===== src/rtl/axi4_ddr_rr_arbiter_pkg.sv =====
// axi4_ddr_rr_arbiter_pkg
//   Shared types and helpers for the two-port AXI4 DDR arbiter.
//   port_e   : requester index, also the MSB prepended to master-side IDs
//   lock_e   : per-channel grant lock state (AR and AW each own one)
//   rr_grant : round-robin pick shared by the AR and AW channels
package axi4_ddr_rr_arbiter_pkg;

    typedef enum logic {
        PORT_S0 = 1'b0,
        PORT_S1 = 1'b1
    } port_e;

    typedef enum logic {
        ARB_OPEN   = 1'b0,
        ARB_LOCKED = 1'b1
    } lock_e;

    // Width of one route-FIFO entry (the port index of an accepted AW).
    localparam int unsigned ROUTE_WIDTH = 1;

    function automatic port_e other_port(input port_e p);
        return (p == PORT_S0) ? PORT_S1 : PORT_S0;
    endfunction

    // Grant the valid port at or after ptr; with nothing valid, ptr is returned.
    function automatic port_e rr_grant(input logic v0, input logic v1, input port_e ptr);
        port_e g;
        g = ptr;
        if (ptr == PORT_S0) begin
            if (!v0 && v1) g = PORT_S1;
        end else begin
            if (!v1 && v0) g = PORT_S0;
        end
        return g;
    endfunction

endpackage


===== src/rtl/axi4_ddr_rr_arbiter_route_fifo.sv =====
// arb_route_fifo
//   1-bit synchronous FIFO recording the port order of accepted AWs so that
//   W bursts are steered in the same order.
//   clock, reset : sys_clk, synchronous active-high reset (clears pointers)
//   push, din    : enqueue din (accepted while not full, or full with pop)
//   pop          : dequeue head (ignored when empty)
//   dout         : head entry; meaningful only while !empty
//   empty, full  : occupancy flags
module arb_route_fifo
    import axi4_ddr_rr_arbiter_pkg::*;
#(
    parameter int unsigned DEPTH = 4
) (
    input  logic                   clock,
    input  logic                   reset,
    input  logic                   push,
    input  logic                   pop,
    input  logic [ROUTE_WIDTH-1:0] din,
    output logic [ROUTE_WIDTH-1:0] dout,
    output logic                   empty,
    output logic                   full
);

    localparam int unsigned PW = $clog2(DEPTH);

    // One extra pointer bit distinguishes full from empty on wrap.
    logic [PW:0]            wr_ptr;
    logic [PW:0]            rd_ptr;
    logic [ROUTE_WIDTH-1:0] mem [DEPTH];
    logic                   do_push;
    logic                   do_pop;

    assign empty   = (wr_ptr == rd_ptr);
    assign full    = (wr_ptr[PW] != rd_ptr[PW]) && (wr_ptr[PW-1:0] == rd_ptr[PW-1:0]);
    assign dout    = mem[rd_ptr[PW-1:0]];
    assign do_pop  = pop && !empty;
    // When full, the write slot is the head being popped this cycle.
    assign do_push = push && (!full || do_pop);

    always_ff @(posedge clock) begin
        if (reset) begin
            wr_ptr <= '0;
            rd_ptr <= '0;
        end else begin
            if (do_push) wr_ptr <= wr_ptr + 1'b1;
            if (do_pop)  rd_ptr <= rd_ptr + 1'b1;
        end
    end

    always_ff @(posedge clock) begin
        if (do_push && !reset) mem[wr_ptr[PW-1:0]] <= din;
    end

endmodule


===== src/rtl/axi4_ddr_rr_arbiter.sv =====
// axi4_ddr_rr_arbiter
//   Two-requester AXI4 round-robin arbiter in front of the single DDR4 channel
//   (sys_clk domain). S0 = FireSim target memory, S1 = host/debug requester.
//   clock, reset   : sys_clk, synchronous active-high reset
//   s{0,1}_aw/w/ar : requester address/write channels (inputs, ready out)
//   s{0,1}_b/r     : responses routed back by master ID MSB
//   m_*            : master-side mirror; m_*_id = {port, s_*_id}
//   AR and AW arbitrate independently; W follows AW order via a route FIFO.
module axi4_ddr_rr_arbiter
    import axi4_ddr_rr_arbiter_pkg::*;
#(
    parameter int unsigned ID_WIDTH   = 16,
    parameter int unsigned ADDR_WIDTH = 34,
    parameter int unsigned DATA_WIDTH = 64,
    parameter int unsigned WQ_DEPTH   = 4
) (
    input  logic                    clock,
    input  logic                    reset,
    // S0
    input  logic                    s0_aw_valid,
    output logic                    s0_aw_ready,
    input  logic [ADDR_WIDTH-1:0]   s0_aw_addr,
    input  logic [7:0]              s0_aw_len,
    input  logic [2:0]              s0_aw_size,
    input  logic [1:0]              s0_aw_burst,
    input  logic                    s0_aw_lock,
    input  logic [3:0]              s0_aw_cache,
    input  logic [2:0]              s0_aw_prot,
    input  logic [3:0]              s0_aw_qos,
    input  logic [ID_WIDTH-1:0]     s0_aw_id,
    input  logic                    s0_w_valid,
    output logic                    s0_w_ready,
    input  logic [DATA_WIDTH-1:0]   s0_w_data,
    input  logic [DATA_WIDTH/8-1:0] s0_w_strb,
    input  logic                    s0_w_last,
    output logic                    s0_b_valid,
    input  logic                    s0_b_ready,
    output logic [1:0]              s0_b_resp,
    output logic [ID_WIDTH-1:0]     s0_b_id,
    input  logic                    s0_ar_valid,
    output logic                    s0_ar_ready,
    input  logic [ADDR_WIDTH-1:0]   s0_ar_addr,
    input  logic [7:0]              s0_ar_len,
    input  logic [2:0]              s0_ar_size,
    input  logic [1:0]              s0_ar_burst,
    input  logic                    s0_ar_lock,
    input  logic [3:0]              s0_ar_cache,
    input  logic [2:0]              s0_ar_prot,
    input  logic [3:0]              s0_ar_qos,
    input  logic [ID_WIDTH-1:0]     s0_ar_id,
    output logic                    s0_r_valid,
    input  logic                    s0_r_ready,
    output logic [DATA_WIDTH-1:0]   s0_r_data,
    output logic [1:0]              s0_r_resp,
    output logic                    s0_r_last,
    output logic [ID_WIDTH-1:0]     s0_r_id,
    // S1
    input  logic                    s1_aw_valid,
    output logic                    s1_aw_ready,
    input  logic [ADDR_WIDTH-1:0]   s1_aw_addr,
    input  logic [7:0]              s1_aw_len,
    input  logic [2:0]              s1_aw_size,
    input  logic [1:0]              s1_aw_burst,
    input  logic                    s1_aw_lock,
    input  logic [3:0]              s1_aw_cache,
    input  logic [2:0]              s1_aw_prot,
    input  logic [3:0]              s1_aw_qos,
    input  logic [ID_WIDTH-1:0]     s1_aw_id,
    input  logic                    s1_w_valid,
    output logic                    s1_w_ready,
    input  logic [DATA_WIDTH-1:0]   s1_w_data,
    input  logic [DATA_WIDTH/8-1:0] s1_w_strb,
    input  logic                    s1_w_last,
    output logic                    s1_b_valid,
    input  logic                    s1_b_ready,
    output logic [1:0]              s1_b_resp,
    output logic [ID_WIDTH-1:0]     s1_b_id,
    input  logic                    s1_ar_valid,
    output logic                    s1_ar_ready,
    input  logic [ADDR_WIDTH-1:0]   s1_ar_addr,
    input  logic [7:0]              s1_ar_len,
    input  logic [2:0]              s1_ar_size,
    input  logic [1:0]              s1_ar_burst,
    input  logic                    s1_ar_lock,
    input  logic [3:0]              s1_ar_cache,
    input  logic [2:0]              s1_ar_prot,
    input  logic [3:0]              s1_ar_qos,
    input  logic [ID_WIDTH-1:0]     s1_ar_id,
    output logic                    s1_r_valid,
    input  logic                    s1_r_ready,
    output logic [DATA_WIDTH-1:0]   s1_r_data,
    output logic [1:0]              s1_r_resp,
    output logic                    s1_r_last,
    output logic [ID_WIDTH-1:0]     s1_r_id,
    // Master
    output logic                    m_aw_valid,
    input  logic                    m_aw_ready,
    output logic [ADDR_WIDTH-1:0]   m_aw_addr,
    output logic [7:0]              m_aw_len,
    output logic [2:0]              m_aw_size,
    output logic [1:0]              m_aw_burst,
    output logic                    m_aw_lock,
    output logic [3:0]              m_aw_cache,
    output logic [2:0]              m_aw_prot,
    output logic [3:0]              m_aw_qos,
    output logic [ID_WIDTH:0]       m_aw_id,
    output logic                    m_w_valid,
    input  logic                    m_w_ready,
    output logic [DATA_WIDTH-1:0]   m_w_data,
    output logic [DATA_WIDTH/8-1:0] m_w_strb,
    output logic                    m_w_last,
    input  logic                    m_b_valid,
    output logic                    m_b_ready,
    input  logic [1:0]              m_b_resp,
    input  logic [ID_WIDTH:0]       m_b_id,
    output logic                    m_ar_valid,
    input  logic                    m_ar_ready,
    output logic [ADDR_WIDTH-1:0]   m_ar_addr,
    output logic [7:0]              m_ar_len,
    output logic [2:0]              m_ar_size,
    output logic [1:0]              m_ar_burst,
    output logic                    m_ar_lock,
    output logic [3:0]              m_ar_cache,
    output logic [2:0]              m_ar_prot,
    output logic [3:0]              m_ar_qos,
    output logic [ID_WIDTH:0]       m_ar_id,
    input  logic                    m_r_valid,
    output logic                    m_r_ready,
    input  logic [DATA_WIDTH-1:0]   m_r_data,
    input  logic [1:0]              m_r_resp,
    input  logic                    m_r_last,
    input  logic [ID_WIDTH:0]       m_r_id
);

    // ---------------- AR channel ----------------
    lock_e ar_state, ar_state_nxt;
    port_e ar_ptr, ar_ptr_nxt, ar_held, ar_held_nxt, ar_sel;
    logic  ar_s1;

    always_ff @(posedge clock) begin
        if (reset) begin
            ar_state <= ARB_OPEN;
            ar_ptr   <= PORT_S0;
            ar_held  <= PORT_S0;
        end else begin
            ar_state <= ar_state_nxt;
            ar_ptr   <= ar_ptr_nxt;
            ar_held  <= ar_held_nxt;
        end
    end

    always_comb begin
        ar_state_nxt = ar_state;
        ar_ptr_nxt   = ar_ptr;
        ar_held_nxt  = ar_held;
        if (m_ar_valid && m_ar_ready) begin
            ar_state_nxt = ARB_OPEN;
            ar_ptr_nxt   = other_port(ar_sel);
        end else if (m_ar_valid) begin
            ar_state_nxt = ARB_LOCKED;
            ar_held_nxt  = ar_sel;
        end
    end

    always_comb begin
        ar_sel      = (ar_state == ARB_LOCKED) ? ar_held : rr_grant(s0_ar_valid, s1_ar_valid, ar_ptr);
        ar_s1       = (ar_sel == PORT_S1);
        m_ar_valid  = !reset && (ar_s1 ? s1_ar_valid : s0_ar_valid);
        s0_ar_ready = m_ar_valid && !ar_s1 && m_ar_ready;
        s1_ar_ready = m_ar_valid &&  ar_s1 && m_ar_ready;
        m_ar_addr   = ar_s1 ? s1_ar_addr  : s0_ar_addr;
        m_ar_len    = ar_s1 ? s1_ar_len   : s0_ar_len;
        m_ar_size   = ar_s1 ? s1_ar_size  : s0_ar_size;
        m_ar_burst  = ar_s1 ? s1_ar_burst : s0_ar_burst;
        m_ar_lock   = ar_s1 ? s1_ar_lock  : s0_ar_lock;
        m_ar_cache  = ar_s1 ? s1_ar_cache : s0_ar_cache;
        m_ar_prot   = ar_s1 ? s1_ar_prot  : s0_ar_prot;
        m_ar_qos    = ar_s1 ? s1_ar_qos   : s0_ar_qos;
        m_ar_id     = {ar_s1, ar_s1 ? s1_ar_id : s0_ar_id};
    end

    // ---------------- AW channel ----------------
    lock_e aw_state, aw_state_nxt;
    port_e aw_ptr, aw_ptr_nxt, aw_held, aw_held_nxt, aw_sel;
    logic  aw_s1;
    logic  wq_push, wq_pop, wq_empty, wq_full;
    logic  [ROUTE_WIDTH-1:0] wq_head;

    always_ff @(posedge clock) begin
        if (reset) begin
            aw_state <= ARB_OPEN;
            aw_ptr   <= PORT_S0;
            aw_held  <= PORT_S0;
        end else begin
            aw_state <= aw_state_nxt;
            aw_ptr   <= aw_ptr_nxt;
            aw_held  <= aw_held_nxt;
        end
    end

    // A FIFO-full stall drops m_aw_valid, so it never sets the lock by itself.
    always_comb begin
        aw_state_nxt = aw_state;
        aw_ptr_nxt   = aw_ptr;
        aw_held_nxt  = aw_held;
        if (m_aw_valid && m_aw_ready) begin
            aw_state_nxt = ARB_OPEN;
            aw_ptr_nxt   = other_port(aw_sel);
        end else if (m_aw_valid) begin
            aw_state_nxt = ARB_LOCKED;
            aw_held_nxt  = aw_sel;
        end
    end

    always_comb begin
        aw_sel      = (aw_state == ARB_LOCKED) ? aw_held : rr_grant(s0_aw_valid, s1_aw_valid, aw_ptr);
        aw_s1       = (aw_sel == PORT_S1);
        m_aw_valid  = !reset && (!wq_full || wq_pop) && (aw_s1 ? s1_aw_valid : s0_aw_valid);
        s0_aw_ready = m_aw_valid && !aw_s1 && m_aw_ready;
        s1_aw_ready = m_aw_valid &&  aw_s1 && m_aw_ready;
        m_aw_addr   = aw_s1 ? s1_aw_addr  : s0_aw_addr;
        m_aw_len    = aw_s1 ? s1_aw_len   : s0_aw_len;
        m_aw_size   = aw_s1 ? s1_aw_size  : s0_aw_size;
        m_aw_burst  = aw_s1 ? s1_aw_burst : s0_aw_burst;
        m_aw_lock   = aw_s1 ? s1_aw_lock  : s0_aw_lock;
        m_aw_cache  = aw_s1 ? s1_aw_cache : s0_aw_cache;
        m_aw_prot   = aw_s1 ? s1_aw_prot  : s0_aw_prot;
        m_aw_qos    = aw_s1 ? s1_aw_qos   : s0_aw_qos;
        m_aw_id     = {aw_s1, aw_s1 ? s1_aw_id : s0_aw_id};
        wq_push     = m_aw_valid && m_aw_ready;
    end

    arb_route_fifo #(
        .DEPTH (WQ_DEPTH)
    ) u_route_fifo (
        .clock (clock),
        .reset (reset),
        .push  (wq_push),
        .pop   (wq_pop),
        .din   (aw_sel),
        .dout  (wq_head),
        .empty (wq_empty),
        .full  (wq_full)
    );

    // ---------------- W channel ----------------
    logic w_s1;

    always_comb begin
        w_s1       = (wq_head == PORT_S1);
        m_w_valid  = !reset && !wq_empty && (w_s1 ? s1_w_valid : s0_w_valid);
        m_w_data   = w_s1 ? s1_w_data : s0_w_data;
        m_w_strb   = w_s1 ? s1_w_strb : s0_w_strb;
        m_w_last   = w_s1 ? s1_w_last : s0_w_last;
        s0_w_ready = !reset && !wq_empty && !w_s1 && m_w_ready;
        s1_w_ready = !reset && !wq_empty &&  w_s1 && m_w_ready;
        wq_pop     = m_w_valid && m_w_ready && m_w_last;
    end

    // ---------------- R / B routing ----------------
    assign s0_r_valid = !reset && m_r_valid && !m_r_id[ID_WIDTH];
    assign s1_r_valid = !reset && m_r_valid &&  m_r_id[ID_WIDTH];
    assign m_r_ready  = !reset && (m_r_id[ID_WIDTH] ? s1_r_ready : s0_r_ready);
    assign s0_r_data  = m_r_data;
    assign s1_r_data  = m_r_data;
    assign s0_r_resp  = m_r_resp;
    assign s1_r_resp  = m_r_resp;
    assign s0_r_last  = m_r_last;
    assign s1_r_last  = m_r_last;
    assign s0_r_id    = m_r_id[ID_WIDTH-1:0];
    assign s1_r_id    = m_r_id[ID_WIDTH-1:0];

    assign s0_b_valid = !reset && m_b_valid && !m_b_id[ID_WIDTH];
    assign s1_b_valid = !reset && m_b_valid &&  m_b_id[ID_WIDTH];
    assign m_b_ready  = !reset && (m_b_id[ID_WIDTH] ? s1_b_ready : s0_b_ready);
    assign s0_b_resp  = m_b_resp;
    assign s1_b_resp  = m_b_resp;
    assign s0_b_id    = m_b_id[ID_WIDTH-1:0];
    assign s1_b_id    = m_b_id[ID_WIDTH-1:0];

endmodule


===== config.mk =====
export PLATFORM = sky130hd
export DESIGN_NAME = axi4_ddr_rr_arbiter
export DESIGN_NICKNAME = d
export VERILOG_FILES = /design/src/rtl/axi4_ddr_rr_arbiter_pkg.sv /design/src/rtl/axi4_ddr_rr_arbiter_route_fifo.sv /design/src/rtl/axi4_ddr_rr_arbiter.sv
export SDC_FILE = /design/constraint.sdc
export NUM_CORES = 1
export LEC_CHECK = 0
export CAP_MARGIN = 10
export CORE_AREA = 4 4 385 387
export DETAILED_ROUTE_END_ITERATION = 7
export DIE_AREA = 0 0 389 391
export DONT_BUFFER_PORTS = 1
export GPL_TIMING_DRIVEN = 0
export HOLD_SLACK_MARGIN = 0.15
export PLACE_DENSITY_LB_ADDON = 0.15
export SYNTH_ARGS = -nofsm -noshare
export SYNTH_HDL_FRONTEND = slang
export SYNTH_SLANG_ARGS = --single-unit
export TNS_END_PERCENT = 10

===== constraint.sdc =====
create_clock -name clock -period 4.1 [get_ports clock]
set_input_delay 0.82 -clock clock [delete_from_list [all_inputs] [get_ports clock]]
set_output_delay 0.82 -clock clock [all_outputs]
set_load 0.005 [all_outputs]

# Word level (Yosys, flattened, before mapping)
# Memories as Yosys holds them, arrays and structs flattened. A register that Yosys moved wholly into a read port is not among the register bits.
# Index checks and enable logic that the tools add are counted.
# word_totals
reg_bits	12
latch_bits	0
ramBits	4
rom_bits	0
inputBits	566
output_inout_bits	442
elab_cells	111
memories	1
# memory_table
name	depth	width	read_ports	rd_ports_with_merged_regs	wr	line	source
u_route_fifo.mem	4	1	1	1	1	axi4_ddr_rr_arbiter_route_fifo.sv:29	logic [ROUTE_WIDTH-1:0] mem [DEPTH];
# classes
addsub	2
mul	0
n_div	0
n_lt_le_gt_ge	0
eq_ne	3
shift	0
mux	40
bitwise	2
reduce_logical	55
# ops
operator	count
34-bit two-way mux	2
64-bit two-way mux	1
1-bit logical AND	37
16-bit two-way mux	2
8-bit two-way mux	3
1-bit two-way mux	20
4-bit two-way mux	4
1-bit logical NOT	12
3-bit two-way mux	4
2-bit two-way mux	4
3-bit by 1-bit adder with 3-bit output, second input constant	2
2-bit AND reduction	2
2-bit OR reduction	2
3-bit equality test	1
2-bit equality test	1
1-bit logical OR	2
1-bit NOT	2
1-bit != test	1

# Depth between registers and ports, before layout
# Gate-level depths: netlist (run 1).
# logic_depth
ltp_word	14
depth_mapped	7
ltp_nobuf	5

# By module
# Synthesis (run 1) repeated with hierarchy kept, for this count alone.
# unflattened
hier_cells	576
hier_area_um2	5393.9
# by_module_without_submodules
mod	instances	cells_each	area_per_inst_um2	seq_area_each_um2
axi4_ddr_rr_arbiter	1	513	4688.2	120.1
arb_route_fifo	1	63	705.7	280.3

# Worst setup path before layout (run 1)
# OpenSTA, ideal clock, no wires.
# synth_timing
path_kind	input port to output port
startpoint	input port s0_aw_valid
endpoint	output port m_aw_id[0]
arrival_time_ps	2278
t_required_ps	3280
path_slack_ps	1002
stages	6
n_path_buf	2
cell_sequence	inv_1 maj3_1 mux2i_1 buf_2 buf_2 mux2_2
# synth_between
elab_chain_len	6
elab_cells_between_ends	8
classes_between	mux (5); reduce/logical (3)
# synth_lines
element	line	source
start, declared	axi4_ddr_rr_arbiter.sv:20	input logic s0_aw_valid,
1-bit logical NOT	axi4_ddr_rr_arbiter_pkg.sv:30	if (!v0 && v1) g = PORT_S1;
1-bit logical AND	axi4_ddr_rr_arbiter_pkg.sv:30	
1-bit two-way mux	axi4_ddr_rr_arbiter_pkg.sv:30	
1-bit two-way mux *	axi4_ddr_rr_arbiter_pkg.sv:29	if (ptr == PORT_S0) begin
1-bit two-way mux *	axi4_ddr_rr_arbiter.sv:216	aw_sel = (aw_state == ARB_LOCKED) ? aw_held : rr_grant(s0_aw_valid, s1_aw_valid, aw_ptr);
16-bit two-way mux *	axi4_ddr_rr_arbiter.sv:229	m_aw_id = {aw_s1, aw_s1 ? s1_aw_id : s0_aw_id};
end, declared	axi4_ddr_rr_arbiter.sv:106	output logic [ID_WIDTH:0] m_aw_id,
# Mark *: on every way between the ends. The rest lies on a longest branch, timed or not.

# Worst setup path in the final report (run 1)
# layout_timing
startpoint	input port s0_aw_valid
endpoint	output port s0_aw_ready
# layout_between
elab_chain_len	9
elab_cells_between_ends	12
classes_between	mux (5); reduce/logical (7)
# layout_lines
element	line	source
1-bit logical NOT	axi4_ddr_rr_arbiter_pkg.sv:30	
1-bit logical AND	axi4_ddr_rr_arbiter_pkg.sv:30	
1-bit two-way mux	axi4_ddr_rr_arbiter_pkg.sv:30	
1-bit two-way mux *	axi4_ddr_rr_arbiter_pkg.sv:29	
1-bit two-way mux *	axi4_ddr_rr_arbiter.sv:216	
via aw_s1	axi4_ddr_rr_arbiter.sv:185	logic aw_s1;
1-bit two-way mux	axi4_ddr_rr_arbiter.sv:218	m_aw_valid = !reset && (!wq_full || wq_pop) && (aw_s1 ? s1_aw_valid : s0_aw_valid);
1-bit logical AND	axi4_ddr_rr_arbiter.sv:218	
1-bit logical AND * (2 in series)	axi4_ddr_rr_arbiter.sv:219	s0_aw_ready = m_aw_valid && !aw_s1 && m_aw_ready;
end, declared	axi4_ddr_rr_arbiter.sv:21	output logic s0_aw_ready,
# The timed path passes the listed nets; every way through them passes the cells marked *.

==> results.toml, run 1 <==
[floorplan]
die_x_um = 389
die_y_um = 391
ios = 1008
start_util = 0.0362
core_um2 = 145000
dieArea_um2 = 152000
num_rows = 140

[logic_synthesis]
synth_warnings = 0
syn_inst = 717
ys_types = 38
synth_most_common_cell = "nand2_1"
synth_common_cells = "nand2_1, buf_4, mux2_2"
synthTopCellsByArea = "mux2_2, buf_4, nand2_1"
synth_top_area_share = 0.324
synth-main-ff-cell = "dfxtp_1"
syn_nets = 1288
synthArstFlopShare = 0
syn_area_per_cell_um2 = 7.32
synth_edf_count = 4
synth-seq-cells = 18
synth.cell_area_um2 = 5250
synth_top_area_cell = "mux2_2"
synth_seq_area_share = 0.0763

[flow_run]
maxCapViolations = 0

[clocking]
cts_tree = "yes"
h-tree-depth = 1
cts_made_buffers = 3
clkSlewWorstSetupHoldPaths_ps = 50
cts.sinks = 18
holdBufCountCts = 0
cts-root-buf = "clkbuf_16"
cts_buffer_depth = 2
clk_latency_ps = 250

[sta]
maxSlewHeadroom = 0.366
finalSetupViolCount = 0
fin_crit_sh = 0.920
rsz0062_at_grt = "false"
hold_viol_final = 0
timing.fmax_mhz = 265
finalClockSkew_ps = 2.24
drv_slew = 0
finalCriticalPeriod_ps = 3770
worst_pin_slew_ps = 950

[setup_path]
cp-startpoint = "s0_aw_valid"
cp.depth = 7
r2r_setup_slack_ps = 1710
cp_cell_sequence = "inv_1 -> maj3_1 -> mux2i_4 -> buf_2 -> buf_2 -> inv_1 -> nor2_2"
cp.required_ps = 3280
end_kind = "output port"
crit_fanout = 10
start_kind = "primary input"
critical-path-top-delay-family = "buffers and inverters"
cp.buffers_inverters = 4
path_class = "in2out"
crit_arrival_ps = 2950
rr_endpoint = "u_route_fifo.mem[2]"
slowest_stage = "maj3_1"
crit_end = "s0_aw_ready"
r2r_cells = 5
critical_path.max_stage_delay_ps = 380

[route]
drc = 0
via_count = 5485
totalWireLength_um = 56900
vias_per_cell = 2.07
first_iter_violations = 273
avgRoutedWirePerCell_um = 21.5
first_pass_iters = 4
drt.antenna.violating_nets = 0

[cells_and_area]
seq_area_um2 = 400
postLayoutCoreUtil = 0.0538
multi_input_area_um2 = 3140
nNetsFinal = 1294
final_cells = 2649
fin_area_um2 = 7800
layout-drive-gt1-share = 0.532
syn_to_final_growth_pct = 48.6
num-fill-cells = 17200

[power]
powerDensity_nw_per_um2 = 170
finalPower_mw = 1.32
vdd_drop_max_v = 0.000118
p_leak_nw = 2.83

[global_route]
antenna_found_initial = 94
grt_pass1_wl_um = 65900
grt_pass1_vias = 5297
grt_start_max_net_pins = 11
grt_usage = 0.0672
grt-ovfl-total = 0

[status]
status = "completed"

[placement]
place_area_um2 = 7680
place_inst = 2635
io_buffers = 0
place.gp.congestion = 0.849
dp_hpwl_um = 54600

[min_path]
hold_class = "reg2reg"
## cells in the final DEF, fill, tap and decap left out, types with 4 or more instances in the layout
| cell type | Yosys | layout |
|---|---|---|
| clkbuf_1 | 16 | 17 |
| buf_4 | 204 | 204 |
| nand2_1 | 225 | 225 |
| mux2_2 | 151 | 151 |
| xnor2_1 | 4 | 4 |
| nor2_1 | 11 | 10 |
| dfxtp_1 | 14 | 14 |
| mux2i_1 | 11 | 10 |
| diode_2 | 0 | 10 |
| edfxtp_1 | 4 | 4 |
| ha_1 | 5 | 5 |
| inv_1 | 15 | 15 |
| buf_2 | 16 | 16 |
## logic make-up after synthesis
| family | Yosys count | synth area share |
|---|---|---|
| AOI/OAI and AO/OA | 21 | 0.0298 |
| xor gates and xnor gates | 5 | 0.00834 |
| adders and majority gates | 7 | 0.0157 |
| buffers and inverters | 252 | 0.331 |
| DFF | 18 | 0.0763 |
| muxes | 164 | 0.352 |
| and+or+nand+nor | 250 | 0.186 |
## power by group
part / internal (mW) / switching [mW]
registers: 0.192 / 0.0105
logic: 0.413 / 0.505
clock network: 0.132 / 0.0698
total: 0.737 / 0.585
## per-layer routing
metal	track usage	part of all wire	routed length (um)	vias to the layer above
met1	0.0802	0.37	21300	2461
met2	0.125	0.51	28900	713
li1	-	-	-	2155
met5	0	0.0017	95	-
met4	0.00894	0.027	1540	14
met3	0.0147	0.089	5070	142
## layout make-up
| cell class | count | share of cell area |
|---|---|---|
| diodes | 10 | 0.00321 |
| plain buffers | 237 | 0.216 |
| clock buffers | 4 | 0.0101 |
| inverters | 15 | 0.00722 |
| multi-input cells | 447 | 0.402 |
| flip-flops and latches | 18 | 0.0513 |
| well taps | 1917 | 0.308 |
| repair buffers | 1 | 0.00257 |
## tightest hold or removal path, delay by kind of cell, from the launching register on
family	cells	cell delay (ps)
flops	1	310
mux	1	60
simple gates	1	50
## metrics by stage
stage	hold WS [ps]	setup WS [ps]	setup TNS [ps]
floorplan	441	1000	0
global placement	465	-695	-35440
detailed placement	469	-606	-1680
CTS	477	65.9	0
global route	498	44.3	0
finish	466	328	0
## worst min path at each step
| stage | start | endpoint | cells past startpoint |
|---|---|---|---|
| 2_1_floorplan | aw_ptr | aw_ptr | 2 |
| 3_3_place_gp | aw_ptr | aw_ptr | 2 |
| 3_5_place_dp | aw_ptr | aw_ptr | 2 |
| 4_1_cts | aw_ptr | aw_ptr | 2 |
| 5_1_grt | aw_ptr | aw_ptr | 2 |
| 6_report | aw_ptr | aw_ptr | 2 |
## what timing repair did
action | CTS | global route
resized for setup | 4 | 0
buffers inserted | 0 | 0
endpoints found under the setup margin | 16 | 0
hold endpoints to repair | 0 | 0
No activity file was read; power rests on OpenSTA's default activity.
==> run 2: changes to the inputs <==
--- a/config.mk
+++ b/config.mk
@@ -13,6 +13,7 @@
 export GPL_TIMING_DRIVEN = 0
 export HOLD_SLACK_MARGIN = 0.15
 export PLACE_DENSITY_LB_ADDON = 0.15
+export REMOVE_ABC_BUFFERS = 1
 export SYNTH_ARGS = -nofsm -noshare
 export SYNTH_HDL_FRONTEND = slang
 export SYNTH_SLANG_ARGS = --single-unit
==> run 2 against run 1 <==
Against the previous run: utilization decreased by 1.0 points; sequential power about the same; wire length increased by 58%; largest power group unchanged; largest cell class unchanged; first-iteration DRC count increased by 42%; global-route usage increased by 4.3 points; via count decreased by 1.9%; final cell count decreased by 8.3%; register-to-register slack got worse by 130 ps; highest routed layer unchanged; clock skew about the same.
==> results.toml, run 2 (synthesis results as in run 1) <==
[setup_path]
cp.required_ps = 3280
crit_fanout = 26
crit_arrival_ps = 2980
r2r_setup_slack_ps = 1580
end_kind = "output port"
start_kind = "primary input"
r2r_cells = 5
rr_endpoint = "aw_state"
path_class = "in2out"

[clocking]
cts_buffer_depth = 2
h-tree-depth = 1
clk_latency_ps = 250
clkSlewWorstSetupHoldPaths_ps = 60
cts.sinks = 18
post_cts_buffers = 0
cts_tree = "yes"
holdBufCountCts = 0
cts_made_buffers = 3
cts.repair.resized = 0
cts-root-buf = "clkbuf_16"

[cells_and_area]
num-fill-cells = 17200
final_common_cell = "nand2_1"
fin_area_um2 = 6310
final_cell_mix = "nand2_1, mux2_2, inv_1"
syn_to_final_growth_pct = 20.3
nNetsFinal = 1064
layout-drive-gt1-share = 0.343

[power]
clkPwrFrac = 0.183
finalPower_mw = 1.11
p_switching_uw = 482
power_frac_seq = 0.182
powerDensity_nw_per_um2 = 176
p_leak_nw = 1.85
intPower_uw = 630
pwr-share-comb = 0.634
sw_frac_of_total = 0.434
vdd_drop_max_v = 0.000135

[placement]
dp_hpwl_um = 81100
dp_slack_ps = 312
io_buffers = 0
place_area_um2 = 6180
place.gp.congestion = 0.784

[floorplan]
die_y_um = 391
start_util = 0.0362
ios = 1008
num_rows = 140
core_um2 = 145000
die_x_um = 389
dieArea_um2 = 152000

[route]
drt.antenna.violating_nets = 0
via_count = 5379
first_iter_violations = 387
first_pass_iters = 5
avgRoutedWirePerCell_um = 37.1
vias_per_cell = 2.21
drc = 0
totalWireLength_um = 90200

[global_route]
antenna_found_initial = 103
grt_pass1_wl_um = 99700
grt_pass1_vias = 4740
grt-ovfl-total = 0
grt_start_max_net_pins = 73
grt_usage = 0.110

[sta]
rsz0062_at_grt = "false"
whs_ps = 466
timing.fmax_mhz = 263
hold_viol_final = 0
maxSlewHeadroom = 0.443
finalSetupViolCount = 0
drv_slew = 0
fin_crit_sh = 0.926
finalCriticalPeriod_ps = 3800
worst_pin_slew_ps = 832
finalClockSkew_ps = 2.32
setup_slack_ps = 303

[min_path]
hold-path-endpoint = "aw_ptr"
worstHoldStart = "aw_ptr"
hold_class = "reg2reg"
min_path_cells = 2

[flow_run]
maxCapViolations = 0

[status]
status = "completed"
[run 2: cell count changes in the layout (fill, tap and decap cells not counted), sizes merged]
cell    delta
buf      -214
clkbuf    -17
diode     +11
clkinv     +1
[run 2: per-stage QoR]
| step | utilization | std cells | TNS [ps] |
|---|---|---|---|
| 3_3_place_gp | 0.0412 | 2397 | -797340 |
| 5_1_grt | 0.0435 | 2422 | 0 |
| 2_1_floorplan | - | 480 | -363330 |
| 3_5_place_dp | 0.0427 | 2405 | 0 |
| 6_report | 0.0436 | 2430 | 0 |
| 4_1_cts | 0.0432 | 2409 | 0 |
[run 2: how the worst max path moves through the flow]
stage / start / end / slack (ps) / cells after the start
2_1_floorplan: s0_aw_valid / s0_aw_ready / -2800 / 5
3_3_place_gp: s0_aw_valid / s0_aw_ready / -6000 / 5
3_5_place_dp: s1_aw_valid / s1_aw_ready / 310 / 5
4_1_cts: register / s1_aw_ready / 270 / 5
5_1_grt: s0_aw_valid / m_aw_addr[8] / 250 / 7
6_report: s0_aw_valid / m_aw_addr[8] / 300 / 7
[run 2: layout make-up]
cell class | count | area, um^2 | area share
Multi-Input combinational cell | 447 | 3150 | 0.498
Tap cell | 1917 | 2400 | 0.380
Sequential cell | 18 | 400 | 0.0634
Timing Repair Buffer | 8 | 183 | 0.0289
Clock buffer | 3 | 75.1 | 0.0119
Inverter | 15 | 56.3 | 0.00892
Antenna cell | 21 | 52.6 | 0.00832
Clock inverter | 1 | 3.75 | 0.000594
[run 2: critical path, stage by stage]
cell,delay (ps)
inv_1,20
maj3_1,380
mux2i_4,540
buf_16,240
buf_16,200
buf_12,210
mux2_2,480
[run 2: power by group through the flow]
stage | combinational [mW] | clock [mW] | sequential [mW]
2_1_floorplan | 0.523 | 0 | 0.203
3_3_place_gp | 0.732 | 0 | 0.206
3_5_place_dp | 0.715 | 0 | 0.207
4_1_cts | 0.718 | 0.212 | 0.203
5_1_grt | 0.749 | 0.219 | 0.204
6_report | 0.705 | 0.204 | 0.203
[run 2: metal layers]
layer / global-route usage / up-vias / share of wire
met2: 0.151 / 1020 / 0.38
li1: - / 1705 / -
met5: 0.0469 / - / 0.017
met1: 0.117 / 2334 / 0.37
met3: 0.112 / 251 / 0.21
met4: 0.0171 / 69 / 0.028
==> run 3: changes to the inputs <==
--- a/config.mk
+++ b/config.mk
@@ -12,7 +12,7 @@
 export DONT_BUFFER_PORTS = 1
 export GPL_TIMING_DRIVEN = 0
 export HOLD_SLACK_MARGIN = 0.15
-export PLACE_DENSITY_LB_ADDON = 0.15
+export PLACE_DENSITY_LB_ADDON = 0.05
 export REMOVE_ABC_BUFFERS = 1
 export SYNTH_ARGS = -nofsm -noshare
 export SYNTH_HDL_FRONTEND = slang
==> run 3 against run 2 <==
Against the previous run: utilization hardly changed; combinational power increased by 9.6%; die area stayed put; sequential share of layout area barely moved; power grew 8.9%.
==> results.toml, run 3 (synthesis results as in run 1) <==
[route]
vias_per_cell = 2.02
totalWireLength_um = 70500
first_iter_violations = 291
drc = 0
first_pass_iters = 4
via_count = 4896
avgRoutedWirePerCell_um = 29.1
drt.antenna.violating_nets = 0

[global_route]
met3_usage = 0.0946
grt_use_met1 = 0.104
grt_pass1_wl_um = 81200
grt_start_max_net_pins = 73
top_usage_layer = "met1"
grt-ovfl-total = 0
use_met2 = 0.0974
grt_pass1_vias = 4845
grt_usage = 0.0870
antenna_found_initial = 34

[setup_path]
cp.required_ps = 3280
crit_fanout = 28
path_class = "in2out"
crit_arrival_ps = 2860
start_kind = "primary input"
r2r_setup_slack_ps = 1500
end_kind = "output port"

[cells_and_area]
final_cell_mix = "nand2_1, mux2_2, inv_1"
layout-drive-gt1-share = 0.347
final_common_cell = "nand2_1"
nNetsFinal = 1065
num-fill-cells = 17200
syn_to_final_growth_pct = 20.4

[floorplan]
start_util = 0.0362
num_rows = 140
die_y_um = 391
die_x_um = 389
dieArea_um2 = 152000
ios = 1008
core_um2 = 145000

[sta]
drv_slew = 0
finalSetupViolCount = 0
finalClockSkew_ps = 2.00
timing.fmax_mhz = 272
worst_pin_slew_ps = 769
maxSlewHeadroom = 0.484
setup_slack_ps = 420
whs_ps = 498
hold_viol_final = 0
finalCriticalPeriod_ps = 3680
rsz0062_at_grt = "false"
fin_crit_sh = 0.898

[power]
p_leak_nw = 1.87
sw_frac_of_total = 0.461
power_frac_seq = 0.169
intPower_uw = 653
finalPower_mw = 1.21
pwr-share-comb = 0.638
powerDensity_nw_per_um2 = 192
p_switching_uw = 558
clkPwrFrac = 0.193
vdd_drop_max_v = 0.0000975

[flow_run]
maxCapViolations = 0

[placement]
dp_slack_ps = 302
dp_hpwl_um = 62100
io_buffers = 0
place.gp.congestion = 0.715

[clocking]
cts_made_buffers = 3
cts.repair.resized = 0
h-tree-depth = 1
clk_latency_ps = 260
cts_tree = "yes"
cts_buffer_depth = 2
cts.sinks = 18
post_cts_buffers = 0
cts-root-buf = "clkbuf_16"
holdBufCountCts = 0
clkSlewWorstSetupHoldPaths_ps = 60

[min_path]
hold_class = "reg2reg"

[status]
status = "completed"
## run 3: cell types whose count changed in the layout (fill, tap and decap cells not counted)
cell	before	now
clkinv_1	1	0
buf_12	5	6
clkbuf_8	0	1
diode_2	21	10
## run 3: critical path, stage by stage
cell and delay, ps:
inv_1 20, maj3_1 380, mux2i_4 540, buf_12 270, buf_16 180, buf_12 210
mux2_2 390
## run 3: layer usage
layer	vias up	part of all wire
met1	2154	0.42
met3	120	0.22
li1	1700	-
met5	-	0.025
met2	872	0.32
met4	50	0.015
## run 3: layout make-up
type	count	area, um^2	share of cell area
diodes	10	25.0	0.00396
well taps	1917	2400	0.380
multi-input cells	447	3150	0.498
inverters	15	56.3	0.00891
flip-flops and latches	18	400	0.0634
clock buffers	4	88.8	0.0141
repair buffers	9	203	0.0321
## run 3: per-stage QoR
| step | TNS, ps | cells | utilization | cell area, um^2 |
|---|---|---|---|---|
| floorplan | -363330 | 480 | - | 3560 |
| global placement | -963170 | 2397 | 0.0412 | 5960 |
| detailed placement | 0 | 2406 | 0.0428 | 6200 |
| CTS | 0 | 2410 | 0.0434 | 6290 |
| global route | 0 | 2415 | 0.0435 | 6300 |
| finish | 0 | 2420 | 0.0436 | 6320 |
## run 3: worst paths after layout
kind,startpoint,end,depth (start not counted)
min reg2reg,aw_ptr,aw_ptr,2
max,s0_aw_valid,m_aw_id[13],7
min,aw_ptr,aw_ptr,2
max reg2reg,register,u_route_fifo.mem[0],5
## run 3: power by group through the flow
stage                     logic (mW)  clock network (mW)  registers [mW]
final                          0.773               0.234           0.205
after global placement         0.833                   0           0.209
after CTS                      0.809               0.255           0.205
after detailed placement       0.807                   0           0.209
after global routing           0.837               0.259           0.207
after floorplan                0.523                   0           0.203
